**config.mk**
```make
export PLATFORM = sky130hd
export DESIGN_NAME = operand_fetch
export DESIGN_NICKNAME = d
export VERILOG_FILES = /design/src/rtl/operand_fetch.sv
export SDC_FILE = /design/constraint.sdc
export NUM_CORES = 1
export LEC_CHECK = 0
export ABC_AREA = 1
export BUFFER_PORTS_ARGS = -buffer_cell sky130_fd_sc_hd__buf_2
export CORE_MARGIN = 2
export CORE_UTILIZATION = 48
export CTS_BUF_LIST = sky130_fd_sc_hd__clkbuf_8
export CTS_CLUSTER_SIZE = 10
export DETAILED_ROUTE_END_ITERATION = 8
export PLACE_DENSITY = 0.86
export SLEW_MARGIN = 15
export SYNTH_ARGS = -nofsm -noshare
export SYNTH_HDL_FRONTEND = slang
export SYNTH_SLANG_ARGS = --single-unit
export TNS_END_PERCENT = 20
```
**constraint.sdc**
```tcl
create_clock -name clk -period 1.5 [get_ports clk]
set_input_delay 0.15 -clock clk [delete_from_list [all_inputs] [get_ports clk]]
set_output_delay 0.15 -clock clk [all_outputs]
set_load 0.05 [all_outputs]
```
**src/rtl/operand_fetch.sv**
```systemverilog
// Operand fetch: reads an opcode plus 0-2 extension words from program
// memory and holds the decoded immediate bundle until it is accepted.
module operand_fetch #(
  parameter int unsigned       ADDR_W   = 16,
  parameter logic [ADDR_W-1:0] RESET_PC = '0,
  parameter int unsigned       TIMEOUT  = 15
) (
  input  logic              clk,
  input  logic              rst,
  input  logic              fetch_en,
  input  logic              pc_load,
  input  logic [ADDR_W-1:0] pc_load_val,
  output logic              mem_req,
  output logic [ADDR_W-1:0] mem_addr,
  input  logic              mem_ack,
  input  logic [15:0]       mem_rdata,
  output logic              out_valid,
  input  logic              out_ready,
  output logic [15:0]       opcode,
  output logic [ADDR_W-1:0] op_pc,
  output logic [15:0]       imm16,
  output logic [31:0]       imm32,
  output logic              imm_sel,
  output logic              fetch_err
);

  localparam int unsigned CW = $clog2(TIMEOUT + 1);

  typedef enum logic [2:0] {
    IDLE, F_OP, F_EXT1, F_EXT2, HOLD
  } state_t;

  state_t            state_q, state_d;
  logic [ADDR_W-1:0] pc_q, pc_d;
  logic [CW-1:0]     cnt_q, cnt_d;
  logic [15:0]       opcode_q, opcode_d;
  logic [ADDR_W-1:0] op_pc_q, op_pc_d;
  logic [15:0]       imm16_q, imm16_d;
  logic [31:0]       imm32_q, imm32_d;
  logic              imm_sel_q, imm_sel_d;
  logic              mem_req_q, mem_req_d;
  logic              out_valid_q, out_valid_d;
  logic              fetch_err_q, fetch_err_d;
  logic              xfer;

  assign xfer = mem_req_q && mem_ack;

  always_comb begin
    state_d     = state_q;
    pc_d        = pc_q;
    cnt_d       = cnt_q;
    opcode_d    = opcode_q;
    op_pc_d     = op_pc_q;
    imm16_d     = imm16_q;
    imm32_d     = imm32_q;
    imm_sel_d   = imm_sel_q;
    fetch_err_d = 1'b0;

    if (xfer) begin
      cnt_d = '0;
    end else if (mem_req_q) begin
      cnt_d = cnt_q + CW'(1);
    end

    unique case (state_q)
      IDLE: begin
        if (fetch_en) begin
          state_d = F_OP;
          cnt_d   = '0;
        end
      end
      F_OP: begin
        if (xfer) begin
          opcode_d = mem_rdata;
          op_pc_d  = pc_q;
          pc_d     = pc_q + ADDR_W'(1);
          if (mem_rdata[15:14] == 2'b00) begin
            imm16_d   = '0;
            imm32_d   = '0;
            imm_sel_d = 1'b1;
            state_d   = HOLD;
          end else begin
            state_d = F_EXT1;
          end
        end
      end
      F_EXT1: begin
        if (xfer) begin
          pc_d = pc_q + ADDR_W'(1);
          if (opcode_q[15]) begin
            imm32_d[31:16] = mem_rdata;
            state_d        = F_EXT2;
          end else begin
            imm16_d   = mem_rdata;
            imm32_d   = '0;
            imm_sel_d = 1'b1;
            state_d   = HOLD;
          end
        end
      end
      F_EXT2: begin
        if (xfer) begin
          pc_d          = pc_q + ADDR_W'(1);
          imm32_d[15:0] = mem_rdata;
          imm16_d       = '0;
          imm_sel_d     = 1'b0;
          state_d       = HOLD;
        end
      end
      HOLD: begin
        if (out_ready) begin
          state_d = fetch_en ? F_OP : IDLE;
          cnt_d   = '0;
        end
      end
      default: state_d = IDLE;
    endcase

    // Abort rewinds to the opcode address so the whole instruction refetches.
    if (mem_req_q && !mem_ack && cnt_q == CW'(TIMEOUT - 1)) begin
      state_d     = IDLE;
      fetch_err_d = 1'b1;
      cnt_d       = '0;
      pc_d        = (state_q == F_OP) ? pc_q : op_pc_q;
    end

    if (pc_load) begin
      state_d     = IDLE;
      pc_d        = pc_load_val;
      cnt_d       = '0;
      fetch_err_d = 1'b0;
      opcode_d    = opcode_q;
      op_pc_d     = op_pc_q;
      imm16_d     = imm16_q;
      imm32_d     = imm32_q;
      imm_sel_d   = imm_sel_q;
    end

    mem_req_d   = (state_d == F_OP) || (state_d == F_EXT1) ||
                  (state_d == F_EXT2);
    out_valid_d = (state_d == HOLD);
  end

  always_ff @(posedge clk) begin
    if (rst) begin
      state_q     <= IDLE;
      pc_q        <= RESET_PC;
      cnt_q       <= '0;
      opcode_q    <= '0;
      op_pc_q     <= '0;
      imm16_q     <= '0;
      imm32_q     <= '0;
      imm_sel_q   <= 1'b1;
      mem_req_q   <= 1'b0;
      out_valid_q <= 1'b0;
      fetch_err_q <= 1'b0;
    end else begin
      state_q     <= state_d;
      pc_q        <= pc_d;
      cnt_q       <= cnt_d;
      opcode_q    <= opcode_d;
      op_pc_q     <= op_pc_d;
      imm16_q     <= imm16_d;
      imm32_q     <= imm32_d;
      imm_sel_q   <= imm_sel_d;
      mem_req_q   <= mem_req_d;
      out_valid_q <= out_valid_d;
      fetch_err_q <= fetch_err_d;
    end
  end

  assign mem_req   = mem_req_q;
  assign mem_addr  = pc_q;
  assign out_valid = out_valid_q;
  assign opcode    = opcode_q;
  assign op_pc     = op_pc_q;
  assign imm16     = imm16_q;
  assign imm32     = imm32_q;
  assign imm_sel   = imm_sel_q;
  assign fetch_err = fetch_err_q;

endmodule

```
* After elaboration in Yosys (flattened, before gate mapping)
Index checks and enable logic that the tools add are counted.
** Operators by class
- Bitwise gates (word level) :: 1
- Reductions and logical operators :: 19
- Equality and inequality tests :: 15
- $add $sub $neg :: 2
- Muxes and demuxes :: 42
** Operator list (number)
- 16-bit 2-to-1 mux :: 13
- 32-bit 2-to-1 mux :: 3
- 16-bit one-hot mux with 3 select lines :: 2
- 16-bit one-hot mux with 2 select lines :: 1
- 3-bit 2-to-1 mux :: 9
- 16-bit by 1-bit adder with 16-bit output, second input constant :: 1
- 4-bit 2-to-1 mux :: 4
- 3-bit one-hot mux with 5 select lines :: 1
- 3-bit by 2-bit == test with 1-bit output, second input constant :: 4
- 2-bit inequality test, second input constant :: 5
- 3-bit nonzero test :: 3
- 4-bit one-hot mux with 2 select lines :: 1
- 1-bit 2-to-1 mux :: 7
- 7-bit AND reduction :: 1
- 3-bit by 1-bit == test with 1-bit output, second input constant :: 2
- 3-bit == test, second input constant :: 2
- 3-bit AND reduction :: 2
- 3-bit OR reduction :: 2
- 5-bit AND reduction :: 1
- 4-bit by 1-bit adder with 4-bit output, second input constant :: 1
- 4-bit == test, second input constant :: 1
- 1-bit logical AND :: 3
- 3-bit zero test :: 1
- 3-bit inequality test, second input constant :: 1
- 7 further kinds :: 8
** Storage, ports and cells
- Register bits after elaboration :: 107
- Word-level logic and storage cells :: 91
- Output and inout port bits :: 100

* Longest topological paths before layout
Gate-level depths: netlist of run 1.
- Depth in word-level cells :: 9
- Depth in mapped cells :: 10

* Least setup slack after synthesis of run 1
Ideal clock, no wire load.
- Path kind :: flip-flop to flip-flop
- Start :: register pc_q[0] (netlist: mem_addr[0])
- End :: register pc_q[12] (netlist: mem_addr[12])
- Path slack :: -0.445 ns
- Path buffers :: 0
- Arrival time :: 1.875 ns
- Library setup time :: 0.070 ns
- Cell stages (with the launch flop) :: 9
- Cells stage by stage :: dfxtp_1 ha_1 nand2_1 nor2_1 nand3_1 or2_2 nand3_1 nand3_1 a21oi_1
** On the way
- Word-level cells in the longest chain between the ends :: 5
** Ends and longest elaborated chain
- start, declared :: line 34 : logic [ADDR_W-1:0] pc_q, pc_d;
- start signal, assigned :: line 159 : pc_q <= pc_d;
- 16-bit by 1-bit adder with 16-bit output :: line 76, 89, 103
- 16-bit 2-to-1 mux :: line 73, 88, 102
- 16-bit 2-to-1 mux
- 16-bit 2-to-1 mux :: line 120 : if (mem_req_q && !mem_ack && cnt_q == CW'(TIMEOUT - 1)) begin
- 16-bit 2-to-1 mux :: line 127 : if (pc_load) begin
Every way passes these cells. The select of a mux whose other input is x is not followed.
A chain may end at the register's enable or synchronous reset.

* Final worst setup path of run 1
- Start :: register state_q[0]
- End :: register imm32_q[19] (netlist: imm32[19])
** On the way
- Word-level cells in the longest chain between the ends :: 3
** Ends and longest elaborated chain
- start, declared :: line 33 : state_t state_q, state_d;
- start signal, assigned :: line 158 : state_q <= state_d;
- 3-bit by 1-bit == test with 1-bit output or 3-bit by 2-bit == test with 1-bit output (tied branches) :: line 65 : unique case (state_q)
- 2-bit inequality test (no source line) or 2-bit nonzero test (tied branches)
- 5-bit AND reduction (no source line)
- end signal, assigned :: line 164 : imm32_q <= imm32_d;
- end, declared :: line 39 : logic [31:0] imm32_q, imm32_d;
Several ways; a longest one is shown, not always the timed one.

==> results of run 1 <==
-- critical path, delay by kind of cell (launching register included) --
kind            cells  cell delay (ns)
buf+inv             4             0.50
simple gates        4             0.42
flops               1             0.35
compound gates      2             0.30
-- per-layer routing --
metal,share of wire,GRT usage
met1,0.40,0.3381
met2,0.48,0.3636
met3,0.089,0.04407
met4,0.034,0.08300
met5,0,0
-- cell families after synthesis --
kind of cell,synth area share
xor+xnor,0.01489
compound gates,0.1598
fa+ha+maj,0.007977
buf+inv,0.06355
flops,0.4552
simple gates,0.2986
-- cells in the mapped netlist (7+ instances only) --
library cell / count / area, um^2
nand3b_1: 16 / 120.1
nor2_1: 118 / 442.9
nor3_1: 7 / 35.03
xor2_1: 8 / 70.07
nand2_1: 98 / 367.9
nor3_2: 11 / 110.1
buf_2: 9 / 45.04
clkbuf_1: 16 / 60.06
a21oi_1: 71 / 355.3
inv_1: 26 / 97.59
o21ai_0: 55 / 275.3
dfxtp_1: 107 / 2142
nand3_1: 39 / 195.2
-- power breakdown --
| group | total, uW | internal (uW) | switching, uW |
|---|---|---|---|
| logic | 797 | 262 | 536 |
| registers | 2960 | 2900 | 68.1 |
| clock network | 1780 | 666 | 1120 |
-- cell type report --
class / count / share of cell area
tap: 133 / 0.02615
sequential: 107 / 0.3417
inverter: 31 / 0.02143
timing repair buffer: 187 / 0.1923
multi-input combinational: 458 / 0.3871
clock buffer: 9 / 0.01947
clock inverter: 7 / 0.01180
-- final timing paths --
| path | to | slack (ns) | cells past startpoint |
|---|---|---|---|
| worst min-delay path | mem_addr[13] | 0.03 | 3 |
| worst max-delay path | imm32[19] | -0.12 | 10 |
| worst max register to register | imm32[19] | -0.12 | 10 |
| worst min register to register | imm_sel | 0.46 | 1 |
-- per-stage QoR --
stage / utilization / cell area [um^2] / hold slack [ns]
after floorplan: - / 4733 / 0.3096
after global placement: 0.5953 / 5738 / 0.4366
after detailed placement: 0.5953 / 5738 / 0.4386
after CTS: 0.6166 / 5943 / 0.05101
after global routing: 0.6602 / 6364 / 0.02537
final: 0.6602 / 6364 / 0.03319
-- timing repair --
action                                  4_1_cts  5_1_grt
setup buffers                                 0        8
pin swaps                                     1       29
endpoints found under the setup margin       29       73
endpoints found under the hold margin         0        0
gates resized for setup                       3       83
cloned                                        0        6
hold buffers                                  0        0
-- sequential cells by signal, summed over array words and instances (netlist names) --
name       count
state_q        3
mem_req        1
imm32         32
imm16         16
mem_addr      16
op_pc         16
opcode        16
imm_sel        1
out_valid      1
cnt_q          4
fetch_err      1
==> run summary, run 1 <==
Status: complete, but fails checks
Failing checks: negative setup slack
Placed cells: 902
Fin nets: 835
Final setup fails: 37
Routed Antenna Nets: 0
Most frequent cells in the layout: buf_2, nor2_1, dfxtp_1
Drt drc: 0
Pre-CTS setup slack: -0.01841 ns
Tmin final: 1.621 ns
Non-Filler Instances: 932
Starting Density: 0.4882
Max frequency: 0.6169 GHz
Syn_area_per_cell: 7.469 um^2
Ys async rst share: 0
Worst-margin pin slew: 0.4253 ns
Max-cap viol count: 0
DP HPWL: 9.445 mm
Seq/Total Area, Yosys: 0.4552
Die Width: 103.0 um
Via Count: 5090
Syn Nets: 671
WS Path Type: register to register
Worst Path Max Fanout: 8
Rel. slew slack: 0.7165
Die height: 103.0 um
First-iteration detailed-routing DRC count: 364
Final Skew: 0.01640 ns
Gate count of the mapped netlist: 630
First-pass GRT wire length: 20.02 mm
DR pass1 iterations: 5
Routability cong.: 0.9147
Hold path startpoint: pc_load_val[13]
Reg clk slew, reported paths: 0.12 ns
Post-Route WL: 14.83 mm
Multi-input gate area: 2464 um^2
Worst setup margin: -0.1209 ns
Share of layout cells above drive strength 1: 0.3617
Cell Pwr Density: 871.6 nW/um^2
Warnings from Yosys: 0
Die Area: 10610 um^2
Max IR drop VDD: 0.0004758 V
Flops & latches, synth: 107
Sink Count: 107
RSZ-0062 raised after global routing: yes
Clk buf depth: 2
CP arrival: 1.93 ns
Wire per inst: 15.91 um
Pins Over Slew Limit: 0
Power, Total: 5547 uW
Number of global-route vias before repair: 4147
Antenna Diode Count: 0
Crit start category: register
CTS root buf: clkbuf_8
FF+latch area: 2175 um^2
Clock latency on the worst-skew pair: 0.38 ns
FP Rows: 36
Layout area overhead: 35.23%
Top-level I/O count: 138
Final hold vios: 0
Setup TNS: -1.944 ns
CP Launch Point: state_q[0]
Total GRT Usage: 0.2382
Post-synth EDFFs: 0
Worst Hold Class: input pin to register
CTS tree: yes
Final Cycle Share: 1.081
Leak pwr: 0.002765 uW
CP required: 1.81 ns
Netlist cell types: 35
Commonest non-fill, non-tap cell in the layout: buf_2
Fillers: 777
Ys flop type: dfxtp_1
Crit-path max cell delay: 0.35 ns
Total core area: 9639 um^2
Total grt overflow: 0
Initial antenna violation count: 0
Mapped Area: 4706 um^2
CP endpoint kind: register
Via-to-Cell Ratio: 5.461
IO buf count: 137
FF-to-FF Start: state_q[0]
H-tree depth: 3
Largest net degree at the start of global routing: 39
Crit-path cells: inv_2 -> nor2_4 -> nand2_2 -> buf_6 -> nand2_2 -> o211ai_1 -> buf_4 -> buf_6 -> nand3b_1 -> a21oi_1
Num CTS Buffers: 9
CP max-delay cell: dfxtp_2
Power figures use the tool's default switching activity.
==> run 2, diff against run 1 <==
--- a/config.mk
+++ b/config.mk
@@ -12,7 +12,8 @@
 export CTS_BUF_LIST = sky130_fd_sc_hd__clkbuf_8
 export CTS_CLUSTER_SIZE = 10
 export DETAILED_ROUTE_END_ITERATION = 8
-export PLACE_DENSITY = 0.86
+export PLACE_DENSITY_LB_ADDON = 0.12
+export SETUP_SLACK_MARGIN = 0.1
 export SLEW_MARGIN = 15
 export SYNTH_ARGS = -nofsm -noshare
 export SYNTH_HDL_FRONTEND = slang
==> run summary, run 2 (same netlist as run 1, synthesis figures left out) <==
Status: complete, but fails checks
Failing checks: negative setup slack
Final hold vios: 0
Largest net degree at the start of global routing: 43
Crit-path max cell delay: 0.37 ns
Top-level I/O count: 138
FP Rows: 36
Comb pwr share: 0.153
Crit start category: register
Leak pwr: 0.002815 uW
Routability cong.: 0.8398
Clock latency on the worst-skew pair: 0.38 ns
WS Path Type: register to register
CP arrival: 1.90 ns
Reg clk slew, reported paths: 0.10 ns
NetSw: 1682 uW
Number of global-route vias before repair: 4736
CTS tree: yes
Rel. slew slack: 0.7682
Total grt overflow: 0
Worst Hold Class: input pin to register
Max reg flops: 32
Worst-margin pin slew: 0.3424 ns
Pins Over Slew Limit: 0
Total GRT Usage: 0.2847
First-pass GRT wire length: 23.42 mm
Fillers: 772
CP endpoint kind: register
GRT Max-Usage Layer: met2
Worst setup margin: -0.08151 ns
CTS root buf: clkbuf_8
Total core area: 9639 um^2
Die Width: 103.0 um
GR Layer Usage met3: 0.04068
P_int: 3824 uW
R2r setup slk: -0.08 ns
Layout area overhead: 44.22%
Wire per inst: 17.28 um
First-iteration detailed-routing DRC count: 246
Pre-CTS setup slack: -0.07169 ns
RSZ-0062 raised after global routing: yes
FF-to-FF Start: state_q[0]
Worst Path Max Fanout: 8
CP max-delay cell: dfxtp_2
CP required: 1.82 ns
Switching Share: 0.3055
FF+latch area: 2195 um^2
Final setup fails: 32
Fin nets: 832
Cell Pwr Density: 811.2 nW/um^2
Most frequent cells in the layout: buf_2, dfxtp_1, nor2_1, nand2_1, o21ai_0
GR Layer Usage met1: 0.3776
CP Launch Point: state_q[0]
Num CTS Buffers: 9
Max-cap viol count: 0
Hold path startpoint: pc_load_val[10]
Met2 Resource Use GR: 0.4620
Initial antenna violation count: 1
H-tree depth: 3
DP HPWL: 9.374 mm
Die height: 103.0 um
IO buf count: 137
Final Skew: 0.01603 ns
Fin Hold WS: 0.05648 ns
Sink Count: 107
Worst path bufs/invs: 4
Drt drc: 0
Post-Route WL: 16.07 mm
Starting Density: 0.4882
Commonest non-fill, non-tap cell in the layout: buf_2
Multi-input gate area: 2823 um^2
Max frequency: 0.6323 GHz
Critical path's top delay family: buffers and inverters
DR pass1 iterations: 4
Setup TNS: -1.188 ns
Die Area: 10610 um^2
Routed Antenna Nets: 0
Via Count: 5092
Share of layout cells above drive strength 1: 0.4435
Clk buf depth: 2
Crit-path cells: inv_2 -> nor2_4 -> nand2_4 -> buf_6 -> nand2_2 -> o211ai_1 -> buf_4 -> clkbuf_16 -> nand3b_1 -> a21oi_2
Sequential share of power: 0.540
Via-to-Cell Ratio: 5.475
Tmin final: 1.582 ns
Max IR drop VDD: 0.0004416 V
Clock power share: 0.307
Hold buffers post-CTS: 0
Final Cycle Share: 1.054
## run 2: final timing paths
kind                                endpoint  depth (start not counted)
worst min register to register     imm32[19]                          2
worst max-delay path               imm32[26]                         10
worst max register to register     imm32[26]                         10
worst min-delay path            mem_addr[10]                          3
## run 2: metal layers
metal / wire length (um) / share of wire / vias to the layer above
li1: - / - / 2415
met1: 6717 / 0.42 / 2454
met2: 8023 / 0.50 / 200
met3: 1047 / 0.065 / 23
met4: 284 / 0.018 / 0
met5: 0 / 0 / -
## run 2: layout make-up
type / instances / share of cell area
Inverter: 31 / 0.02139
Tap cell: 133 / 0.02452
Multi-Input combinational cell: 458 / 0.4159
Timing Repair Buffer: 181 / 0.1810
Clock inverter: 6 / 0.005900
Timing Repair inverter: 3 / 0.007190
Clock buffer: 10 / 0.02028
Antenna cell: 1 / 0.0003687
Sequential cell: 107 / 0.3234
## run 2: what timing repair did
item | 4_1_cts | 5_1_grt
resized for setup | 126 | 32
buffers inserted | 13 | 4
gates cloned | 6 | 4
endpoints found under the setup margin | 96 | 103
pin swaps | 59 | 29
## run 2: worst register-to-register path: cells and delay by family (launching register included)
family / cells / cell delay, ns
compound gates: 2 / 0.22
simple gates: 4 / 0.43
buf+inv: 4 / 0.53
flops: 1 / 0.37
## run 2: power by group through the flow
stage	clock, uW	sequential, uW	combinational [uW]
after floorplan	0	3200	279
after global placement	0	3030	664
after detailed placement	0	3030	673
after CTS	1710	2970	793
after global routing	1840	2980	898
final	1690	2970	844
## run 2: stage by stage
stage | utilization | cell area (um^2) | total power [uW] | std cells
6_report | 0.7041 | 6787 | 5506 | 930
5_1_grt | 0.7041 | 6787 | 5713 | 930
4_1_cts | 0.6817 | 6571 | 5467 | 922
3_5_place_dp | 0.5935 | 5720 | 3703 | 887
3_3_place_gp | 0.5935 | 5720 | 3692 | 887
2_1_floorplan | - | 4848 | 3476 | 630
==> run 3, diff against run 2 <==
--- a/config.mk
+++ b/config.mk
@@ -7,6 +7,7 @@
 export LEC_CHECK = 0
 export ABC_AREA = 1
 export BUFFER_PORTS_ARGS = -buffer_cell sky130_fd_sc_hd__buf_2
+export CORE_ASPECT_RATIO = 0.7
 export CORE_MARGIN = 2
 export CORE_UTILIZATION = 48
 export CTS_BUF_LIST = sky130_fd_sc_hd__clkbuf_8
==> run summary, run 3 (same netlist as run 1, synthesis figures left out) <==
Core Util, Final: 0.6872
Worst-margin pin slew: 0.3366 ns
Crit start category: register
Most frequent cells in the layout: buf_2, nor2_1, nand2_1
Share of layout cells above drive strength 1: 0.4154
Starting Density: 0.4897
Final Cycle Share: 1.078
Status: complete, but fails checks
Sink Count: 107
CP Depth: 10
Worst Path Max Fanout: 9
Wire per inst: 16.82 um
Rel. slew slack: 0.7728
Fin Hold WS: 0.05972 ns
First-iteration detailed-routing DRC count: 319
CP arrival: 1.91 ns
FP Rows: 30
Max IR drop VDD: 0.0006137 V
Die Area: 10620 um^2
Total core area: 9609 um^2
H-tree depth: 3
RSZ-0062 raised after global routing: yes
DP HPWL: 10.03 mm
DR pass1 iterations: 5
Routability cong.: 0.8664
Crit-path cells: inv_4 -> nor2_4 -> nand2_4 -> nor2_4 -> nor2_4 -> nand3b_4 -> buf_4 -> buf_12 -> nor2_1 -> nor3_1
Fin nets: 828
Routed Antenna Nets: 0
CTS tree: yes
Placed cells: 884
Via-to-Cell Ratio: 5.471
Largest net degree at the start of global routing: 39
Via Count: 5033
Most common cell on crit path: nor2_4
Worst Hold Class: input pin to register
Post-Route WL: 15.48 mm
CP max-delay cell: dfxtp_4
Fillers: 846
Max reg flops: 32
Max-cap viol count: 0
Clk buf depth: 2
Worst setup margin: -0.1167 ns
Crit-path max cell delay: 0.39 ns
Worst reg2reg path depth: 10
Commonest non-fill, non-tap cell in the layout: buf_2
Pre-CTS setup slack: -0.1227 ns
Layout area overhead: 40.33%
Failing checks: negative setup slack
Total grt overflow: 0
Final setup fails: 33
Pins Over Slew Limit: 0
WS Path Type: register to register
First-pass GRT wire length: 23.34 mm
Final Skew: 0.009054 ns
Tmin final: 1.617 ns
Num CTS Buffers: 9
CTS root buf: clkbuf_8
Number of global-route vias before repair: 4508
Cell Pwr Density: 824.8 nW/um^2
Reg clk slew, reported paths: 0.11 ns
Die Width: 122.3 um
Drt drc: 0
Max frequency: 0.6185 GHz
Clock latency on the worst-skew pair: 0.38 ns
Leak pwr: 0.002767 uW
Die height: 86.84 um
Top-level I/O count: 138
Hold depth: 3
Total GRT Usage: 0.2805
Setup TNS: -1.109 ns
CP required: 1.79 ns
Non-Filler Instances: 920
CP endpoint kind: register
Critical path's top delay family: simple AND/OR/NAND/NOR gates
Worst path bufs/invs: 3
Final hold vios: 0
Initial antenna violation count: 0
Antenna Diode Count: 0
IO buf count: 137
[run 3: tightest hold or removal path, delay by kind of cell]
family,cells,cell delay [ns]
AOI/OAI and AO/OA,2,0.17
buffers and inverters,1,0.08
[run 3: what timing repair did]
action,CTS,global route
resized for setup,61,66
gates cloned,4,4
hold buffers,0,0
setup buffers,6,6
endpoints found under the setup margin,96,104
pin swaps,35,32
[run 3: power breakdown]
part | switching (uW) | total [uW] | internal [uW]
Sequential | 81.8 | 2970 | 2890
Combinational | 551 | 806 | 256
Clock | 1050 | 1670 | 618
Total | 1680 | 5450 | 3760
[run 3: stage by stage]
stage          cell area (um^2)  total power [uW]
2_1_floorplan              4848              3476
6_report                   6604              5447
4_1_cts                    6252              5405
5_1_grt                    6604              5625
3_5_place_dp               5742              3713
3_3_place_gp               5742              3704
[run 3: routing by layer]
| metal | share of wire | GRT usage | vias up |
|---|---|---|---|
| met1 | 0.48 | 0.4221 | 2397 |
| met5 | 0 | 0 | - |
| li1 | - | - | 2412 |
| met3 | 0.068 | 0.05066 | 15 |
| met4 | 0.0079 | 0.06479 | 0 |
| met2 | 0.44 | 0.4162 | 209 |
[run 3: path summary, 6_finish.rpt]
path	from	endpoint	slack [ns]
max reg2reg	state_q[0]	imm32[4]	-0.12
max	state_q[0]	imm32[4]	-0.12
min reg2reg	imm16[6]	imm16[6]	0.46
min	pc_load_val[7]	mem_addr[7]	0.06
[run 3: layout make-up]
cell class,instances,area [um^2],share of cell area
repair buffers,177,1142,0.1730
multi-input cells,458,2723,0.4123
clock inverters,7,52.55,0.007958
repair inverters,3,62.56,0.009473
inverters,31,142.6,0.02160
clock buffers,9,123.9,0.01876
flip-flops and latches,107,2197,0.3327
well taps,128,160.2,0.02425
